`src/rtl/dsp_post_adder_acc_if.sv`:
```
// ---------------------------------------------------------------------------
// dsp_post_adder_acc_if : operand, control and result bundle of the post-adder
// Rev 1.0
// ---------------------------------------------------------------------------
`default_nettype none

interface dsp_post_adder_acc_if;
  logic        CEOPMODE;
  logic        CECARRYIN;
  logic        CEP;
  logic        CECARRYOUT;
  logic [7:0]  OPMODE;
  logic        CARRYIN;
  logic [35:0] M;
  logic [47:0] DAB;
  logic [47:0] C;
  logic [47:0] PCIN;
  logic [47:0] P;
  logic [47:0] PCOUT;
  logic        CARRYOUT;
  logic        CARRYOUTF;

  modport master (
    output CEOPMODE, CECARRYIN, CEP, CECARRYOUT,
    output OPMODE, CARRYIN, M, DAB, C, PCIN,
    input  P, PCOUT, CARRYOUT, CARRYOUTF
  );

  modport slave (
    input  CEOPMODE, CECARRYIN, CEP, CECARRYOUT,
    input  OPMODE, CARRYIN, M, DAB, C, PCIN,
    output P, PCOUT, CARRYOUT, CARRYOUTF
  );
endinterface

`default_nettype wire

```
`src/rtl/dsp_post_adder_acc.sv`:
```
// ---------------------------------------------------------------------------
// dsp_post_adder_acc : DSP48A1 X/Z mux, post-adder/subtracter and P/CARRYOUT regs
// Rev 1.0
// ---------------------------------------------------------------------------
`default_nettype none

module dsp_post_adder_acc #(
  parameter int OPMODEREG  = 1,
  parameter int CARRYINREG = 1,
  parameter int PREG       = 1,
  parameter     CARRYINSEL = "OPMODE5"
) (
  input  wire logic           CLK,
  input  wire logic           RST,
  dsp_post_adder_acc_if.slave bus
);

  logic [7:0]  w_opm;
  logic        w_cin_sel;
  logic        w_cin;
  logic [47:0] w_x;
  logic [47:0] w_z;
  logic [47:0] w_p_fb;
  logic [48:0] w_sum;
  logic [47:0] w_p;
  logic        w_co;
  logic        w_unused;

  // OPMODE[4] and [6] belong to the pre-adder/multiplier stages upstream.
  assign w_unused = ^{w_opm[6], w_opm[4], bus.CARRYIN};

  if (OPMODEREG != 0) begin : g_opm_reg
    logic [7:0] r_opm;
    always_ff @(posedge CLK or posedge RST) begin
      if (RST)               r_opm <= 8'h00;
      else if (bus.CEOPMODE) r_opm <= bus.OPMODE;
    end
    assign w_opm = r_opm;
  end else begin : g_opm_comb
    assign w_opm = bus.OPMODE;
  end

  if (CARRYINSEL == "OPMODE5") begin : g_cin_opmode5
    assign w_cin_sel = bus.OPMODE[5];
  end else if (CARRYINSEL == "CARRYIN") begin : g_cin_port
    assign w_cin_sel = bus.CARRYIN;
  end else begin : g_cin_zero
    assign w_cin_sel = 1'b0;
  end

  if (CARRYINREG != 0) begin : g_cin_reg
    logic r_cin;
    always_ff @(posedge CLK or posedge RST) begin
      if (RST)                r_cin <= 1'b0;
      else if (bus.CECARRYIN) r_cin <= w_cin_sel;
    end
    assign w_cin = r_cin;
  end else begin : g_cin_comb
    assign w_cin = w_cin_sel;
  end

  always_comb begin
    w_x = 48'h0;
    w_z = 48'h0;
    case (w_opm[1:0])
      2'b00:   w_x = 48'h0;
      2'b01:   w_x = {12'h000, bus.M};
      2'b10:   w_x = w_p_fb;
      default: w_x = bus.DAB;
    endcase
    case (w_opm[3:2])
      2'b00:   w_z = 48'h0;
      2'b01:   w_z = bus.PCIN;
      2'b10:   w_z = w_p_fb;
      default: w_z = bus.C;
    endcase
  end

  // Bit 48 is the carry on add and the borrow on subtract.
  always_comb begin
    if (w_opm[7])
      w_sum = {1'b0, w_z} - ({1'b0, w_x} + {48'h0, w_cin});
    else
      w_sum = {1'b0, w_z} + {1'b0, w_x} + {48'h0, w_cin};
  end

  if (PREG != 0) begin : g_preg
    logic [47:0] r_p;
    logic        r_co;
    always_ff @(posedge CLK or posedge RST) begin
      if (RST)          r_p <= 48'h0;
      else if (bus.CEP) r_p <= w_sum[47:0];
    end
    always_ff @(posedge CLK or posedge RST) begin
      if (RST)                 r_co <= 1'b0;
      else if (bus.CECARRYOUT) r_co <= w_sum[48];
    end
    assign w_p    = r_p;
    assign w_co   = r_co;
    assign w_p_fb = r_p;
  end else begin : g_pcomb
    // Without a P register the feedback path would be a combinational loop.
    assign w_p    = w_sum[47:0];
    assign w_co   = w_sum[48];
    assign w_p_fb = 48'h0;
    a_no_p_feedback : assert property (@(posedge CLK) disable iff (RST)
      !((w_opm[1:0] == 2'b10) || (w_opm[3:2] == 2'b10)));
  end

  assign bus.P         = w_p;
  assign bus.PCOUT     = w_p;
  assign bus.CARRYOUT  = w_co;
  assign bus.CARRYOUTF = w_co;

endmodule

`default_nettype wire

```
`src/flat_wrapper.sv`:
```
// flat-port wrapper written by rule: the top's interface ports become plain ports
module dsp_post_adder_acc_flat 
#(
  parameter int OPMODEREG  = 1,
  parameter int CARRYINREG = 1,
  parameter int PREG       = 1,
  parameter     CARRYINSEL = "       "
)
  (CLK, RST, bus_CEOPMODE, bus_CECARRYIN, bus_CEP, bus_CECARRYOUT, bus_OPMODE, bus_CARRYIN, bus_M, bus_DAB, bus_C, bus_PCIN, bus_P, bus_PCOUT, bus_CARRYOUT, bus_CARRYOUTF);
  dsp_post_adder_acc_if bus_i ();
  input  wire logic CLK;
  input  wire logic RST;
  input wire logic [$bits(bus_i.CEOPMODE)-1:0] bus_CEOPMODE;
  input wire logic [$bits(bus_i.CECARRYIN)-1:0] bus_CECARRYIN;
  input wire logic [$bits(bus_i.CEP)-1:0] bus_CEP;
  input wire logic [$bits(bus_i.CECARRYOUT)-1:0] bus_CECARRYOUT;
  input wire logic [$bits(bus_i.OPMODE)-1:0] bus_OPMODE;
  input wire logic [$bits(bus_i.CARRYIN)-1:0] bus_CARRYIN;
  input wire logic [$bits(bus_i.M)-1:0] bus_M;
  input wire logic [$bits(bus_i.DAB)-1:0] bus_DAB;
  input wire logic [$bits(bus_i.C)-1:0] bus_C;
  input wire logic [$bits(bus_i.PCIN)-1:0] bus_PCIN;
  output wire logic [$bits(bus_i.P)-1:0] bus_P;
  output wire logic [$bits(bus_i.PCOUT)-1:0] bus_PCOUT;
  output wire logic [$bits(bus_i.CARRYOUT)-1:0] bus_CARRYOUT;
  output wire logic [$bits(bus_i.CARRYOUTF)-1:0] bus_CARRYOUTF;
  assign bus_i.CEOPMODE = bus_CEOPMODE;
  assign bus_i.CECARRYIN = bus_CECARRYIN;
  assign bus_i.CEP = bus_CEP;
  assign bus_i.CECARRYOUT = bus_CECARRYOUT;
  assign bus_i.OPMODE = bus_OPMODE;
  assign bus_i.CARRYIN = bus_CARRYIN;
  assign bus_i.M = bus_M;
  assign bus_i.DAB = bus_DAB;
  assign bus_i.C = bus_C;
  assign bus_i.PCIN = bus_PCIN;
  assign bus_P = bus_i.P;
  assign bus_PCOUT = bus_i.PCOUT;
  assign bus_CARRYOUT = bus_i.CARRYOUT;
  assign bus_CARRYOUTF = bus_i.CARRYOUTF;
  dsp_post_adder_acc #(.OPMODEREG(OPMODEREG), .CARRYINREG(CARRYINREG), .PREG(PREG), .CARRYINSEL(CARRYINSEL)) u_core (.CLK(CLK), .RST(RST), .bus(bus_i));
endmodule
```
`config.mk`:
```
export PLATFORM = sky130hd
export DESIGN_NAME = dsp_post_adder_acc_flat
export DESIGN_NICKNAME = d
export VERILOG_FILES = /design/src/rtl/dsp_post_adder_acc_if.sv /design/src/rtl/dsp_post_adder_acc.sv /design/src/flat_wrapper.sv
export SDC_FILE = /design/constraint.sdc
export NUM_CORES = 1
export LEC_CHECK = 0
export BUFFER_PORTS_ARGS = -buffer_cell sky130_fd_sc_hd__buf_4
export CAP_MARGIN = 5
export CORE_ASPECT_RATIO = 0.8
export CORE_UTILIZATION = 48
export CTS_BUF_LIST = sky130_fd_sc_hd__clkbuf_4
export DETAILED_ROUTE_END_ITERATION = 8
export PLACE_DENSITY = 0.92
export SETUP_SLACK_MARGIN = 0.05
export SLEW_MARGIN = 10
export SYNTH_ARGS = -nofsm -noshare
export SYNTH_HDL_FRONTEND = slang
export SYNTH_SLANG_ARGS = --single-unit
export TNS_END_PERCENT = 20
```
`constraint.sdc`:
```
create_clock -name CLK -period 4.52 [get_ports CLK]
set_clock_uncertainty 0.05 [all_clocks]
set_input_delay 1.356 -clock CLK [delete_from_list [all_inputs] [get_ports CLK]]
set_output_delay 1.356 -clock CLK [all_outputs]
set_load 0.02 [all_outputs]
```
==> summary.md <==
| Metric | Value |
|---|---|
| Async SR Flop Fraction | `1.00` |
| Fmax | `0.183 GHz` |
| Max FO, Critical Path | `6` |
| Worst slew margin | `0.467` |
| Synth area leaders | `mux2_2, dfrtp_1, a22o_1` |
| Fin. max-slew vios | `0` |
| R2r setup slk | `-0.71 ns` |
| RSZ-0062 raised after global routing | `yes` |
| Post-Layout Cell Count | `1,594` |
| Setup TNS | `-18.97 ns` |
| CP Capture Type | `register` |
| Critical path type | `input port to register` |
| Vias in the first global route | `9,996` |
| Worst-case reg-to-reg path depth | `22` |
| Most frequent CP cell | `buf_4` |
| FF-to-FF End | `u_core.bus.P[42]$_DFFE_PP0P_` |
| DRT Pass-1 Iters | `9` |
| Pint | `4.26 mW` |
| Dpl cells | `1,554` |
| Vias per cell | `6.07` |
| Initial antenna violation count | `2` |
| Synth Register Bits | `54` |
| IO Count | `293` |
| Netlist Area Pre-Place | `0.00815 mm^2` |
| Ys flop type | `dfrtp_1` |
| Hold slack | `0.563 ns` |
| Routed vias | `9,683` |
| Clock power frac | `0.039` |
| Final WL | `34.2 mm` |
| WP depth | `23` |
| Logic pwr share | `0.833` |
| Leak | `5.94 nW` |
| Critical Path Source | `bus_DAB[5]` |
| Final core utilization | `0.753` |
| VDD IR max | `0.000344 V` |
| Clock Tree Buf Depth | `2` |
| GRT Util Overall | `0.367` |
| Wirelength per Cell | `21.5 um` |
| Num CTS Buffers | `5` |
| Post-DP HPWL | `24.6 mm` |
| IO buf count | `287` |
| DRT iter0 DRCs | `910` |
| Largest area contributor in the netlist | `mux2_2` |
| Setup Viol. Count Final | `32` |
| Die ar. | `0.0175 mm^2` |
| R2R Path Start | `u_core.g_opm_reg.r_opm[0]$_DFFE_PP0P_` |
| First-pass GRT wire length | `51.1 mm` |
| Commonest cells in the netlist | `mux2_2, a21oi_1, a22o_1, xnor2_1, nand2_1` |
| Final instance area | `0.0125 mm^2` |
| CP arrival | `5.79 ns` |
| Die height | `119 um` |
| Worst path slowest cell | `ha_2` |
| Core area | `0.0166 mm^2` |
| Max-Cap Viols | `0` |
| # rows | `42` |
| Status | `finished, violations left` |
| Sequential fraction of the synthesis area | `0.166` |
| Post-synthesis cell type count | `73` |
| Clock Sinks | `54` |
| Sw Share | `0.481` |
| # fillers | `1,054` |
| Area Growth Syn to Fin | `52.8%` |
| Critical-path cell list | `buf_6 -> mux2_4 -> a22o_4 -> nor4_4 -> nand2_1 -> nor2_2 -> nor4b_4 -> buf_4 -> nand3_4 -> nor2b_4 -> a21oi_2 -> xnor2_1 -> ha_2 -> nand4_1 -> a2111oi_2 -> buf_4 -> o31a_1 -> buf_4 -> a31oi_2 -> o21ai_1 -> a21oi_1 -> xnor2_1 -> mux2_2` |
| Seq pwr share | `0.128` |
| Delay-heaviest family, CP | `compound AO/OA/AOI/OAI gates` |
| FF/Latch Area | `0.00136 mm^2` |
| Initial Utilization | `0.493` |
| Period utilisation layout | `1.21` |
| Post-synth EDFFs | `0` |
| Die X | `148 um` |
| Mapped Cells | `930` |
| Failing checks | `DRC, setup timing` |
| Final net count | `1,618` |
| Crit path to | `u_core.bus.P[36]$_DFFE_PP0P_` |
| Root buffer cell | `clkbuf_4` |
| H-tree depth | `2` |
| RePlAce Congestion | `1.01` |
| HP Class | `register to register` |
| Residual DRC | `3` |
| Dpl cell area | `0.0117 mm^2` |
| Clk Latency, worst-skew pair | `0.45 ns` |
| Clock slew at reported path FFs | `0.20 ns` |
| Multi-input logic area | `0.00655 mm^2` |
| Post-synth net total | `1,177` |
| Layout cells sized above 1 | `0.579` |
| Leading cell type by number of instances after synthesis | `mux2_2` |
| Final hold vios | `0` |
| Post-synth top area share | `0.180` |
| Warning count from the yosys run | `0` |
| Largest net degree at the start of global routing | `55` |
| Fin worst setup slack | `-0.955 ns` |
| CTS tree | `done` |
| Worst stage delay on the critical path | `0.40 ns` |
| Worst setup SP type | `input port` |
| Number of routed nets with antenna violations | `0` |
| Pwr per Cell Area | `659 mW/mm^2` |
| WP data required | `4.84 ns` |
| Worst slew pin tran | `0.800 ns` |
| Post-layout minimum cycle time | `5.47 ns` |
| WP buf/inv | `4` |
| P_sw | `3.95 mW` |
| Synth Area per Inst | `8.77 um^2` |
| Grt total ovfl | `0` |
## per-stage QoR
step                      setup WS, ns  power, mW
final                           -0.955       8.21
after global routing             -1.14       8.61
after CTS                       -0.675       7.69
after detailed placement         -1.47       7.04
after global placement           -1.26       6.79
after floorplan                 -0.910       4.69
## what timing repair did
action	CTS	global route
buffers inserted	19	12
gates resized for setup	74	34
hold buffers	0	0
setup endpoints to repair	35	36
pin swaps	66	43
gates cloned	0	0
## power by group through the flow
stage	clock network, mW	logic, mW	registers [mW]
2_1_floorplan	0	3.46	1.23
3_5_place_dp	0	5.99	1.05
6_report	0.320	6.84	1.05
4_1_cts	0.321	6.33	1.04
5_1_grt	0.331	7.20	1.08
3_3_place_gp	0	5.76	1.03
## flip-flops by register name, indices dropped and copies added, names as in the netlist
name and count:
u_core.bus.CARRYOUT 1, u_core.g_opm_reg.r_opm 5, u_core.bus.P 48
## layer usage
layer / global-route usage / vias to the layer above / share of wire
li1: - / 4297 / -
met1: 0.420 / 4601 / 0.37
met2: 0.660 / 628 / 0.49
met3: 0.0629 / 157 / 0.089
met4: 0.172 / 0 / 0.049
met5: 0 / - / 0
## cells by family (layout without fill, tap and decap cells)
| kind of cell | Yosys count | after routing | share of synthesized area |
|---|---|---|---|
| compound gates | 282 | 282 | 0.244 |
| simple gates | 185 | 185 | 0.127 |
| mux | 141 | 141 | 0.196 |
| buf+inv | 128 | 570 | 0.0922 |
| xor+xnor | 88 | 88 | 0.0945 |
| flops | 54 | 54 | 0.166 |
| fa+ha+maj | 52 | 52 | 0.0807 |
| other cells | 0 | 2 | 0 |
## worst min path at each step
stage	from	depth (start not counted)	slack [ns]	end
2_1_floorplan	u_core.bus.P[5]$_DFFE_PP0P_	2	0.58	u_core.bus.P[5]$_DFFE_PP0P_
3_3_place_gp	u_core.bus.P[43]$_DFFE_PP0P_	1	0.52	u_core.bus.P[43]$_DFFE_PP0P_
3_5_place_dp	u_core.bus.P[43]$_DFFE_PP0P_	1	0.52	u_core.bus.P[43]$_DFFE_PP0P_
4_1_cts	u_core.bus.P[43]$_DFFE_PP0P_	1	0.56	u_core.bus.P[43]$_DFFE_PP0P_
5_1_grt	u_core.bus.CARRYOUT$_DFFE_PP0P_	2	0.59	u_core.bus.CARRYOUT$_DFFE_PP0P_
6_report	u_core.bus.P[24]$_DFFE_PP0P_	1	0.56	u_core.bus.P[24]$_DFFE_PP0P_
## cells in the final DEF, fill, tap and decap left out, drive strengths merged, types with 2 or more instances in the layout
cell type	netlist	final
a2111oi	2	2
a211oi	5	5
a21o	13	13
a21oi	83	83
a221oi	2	2
a22o	73	73
a22oi	14	14
a31oi	21	21
a41oi	5	5
and2	7	7
and3	8	8
buf	68	539
clkbuf	37	5
clkinv	0	2
dfrtp	54	54
diode	0	2
ha	51	51
inv	23	23
mux2	139	139
mux2i	2	2
nand2	56	56
nand2b	7	7
nand3	6	6
nand4	15	15
nor2	45	45
nor2b	12	12
nor3	15	15
nor4	6	6
nor4b	3	3
o2111ai	4	4
o21a	5	5
o21ai	34	34
o21bai	10	10
o221ai	2	2
or3	2	2
xnor2	59	59
xor2	29	29
## cell type report
| cell class | instances | area share |
|---|---|---|
| sequential | 54 | 0.109 |
| inverter | 23 | 0.00693 |
| clock inverter | 3 | 0.00321 |
| antenna | 2 | 0.000402 |
| tap | 220 | 0.0221 |
| clock buffer | 5 | 0.00301 |
| timing repair buffer | 539 | 0.329 |
| multi-input combinational | 748 | 0.526 |
(Power assumes the default switching activity.)
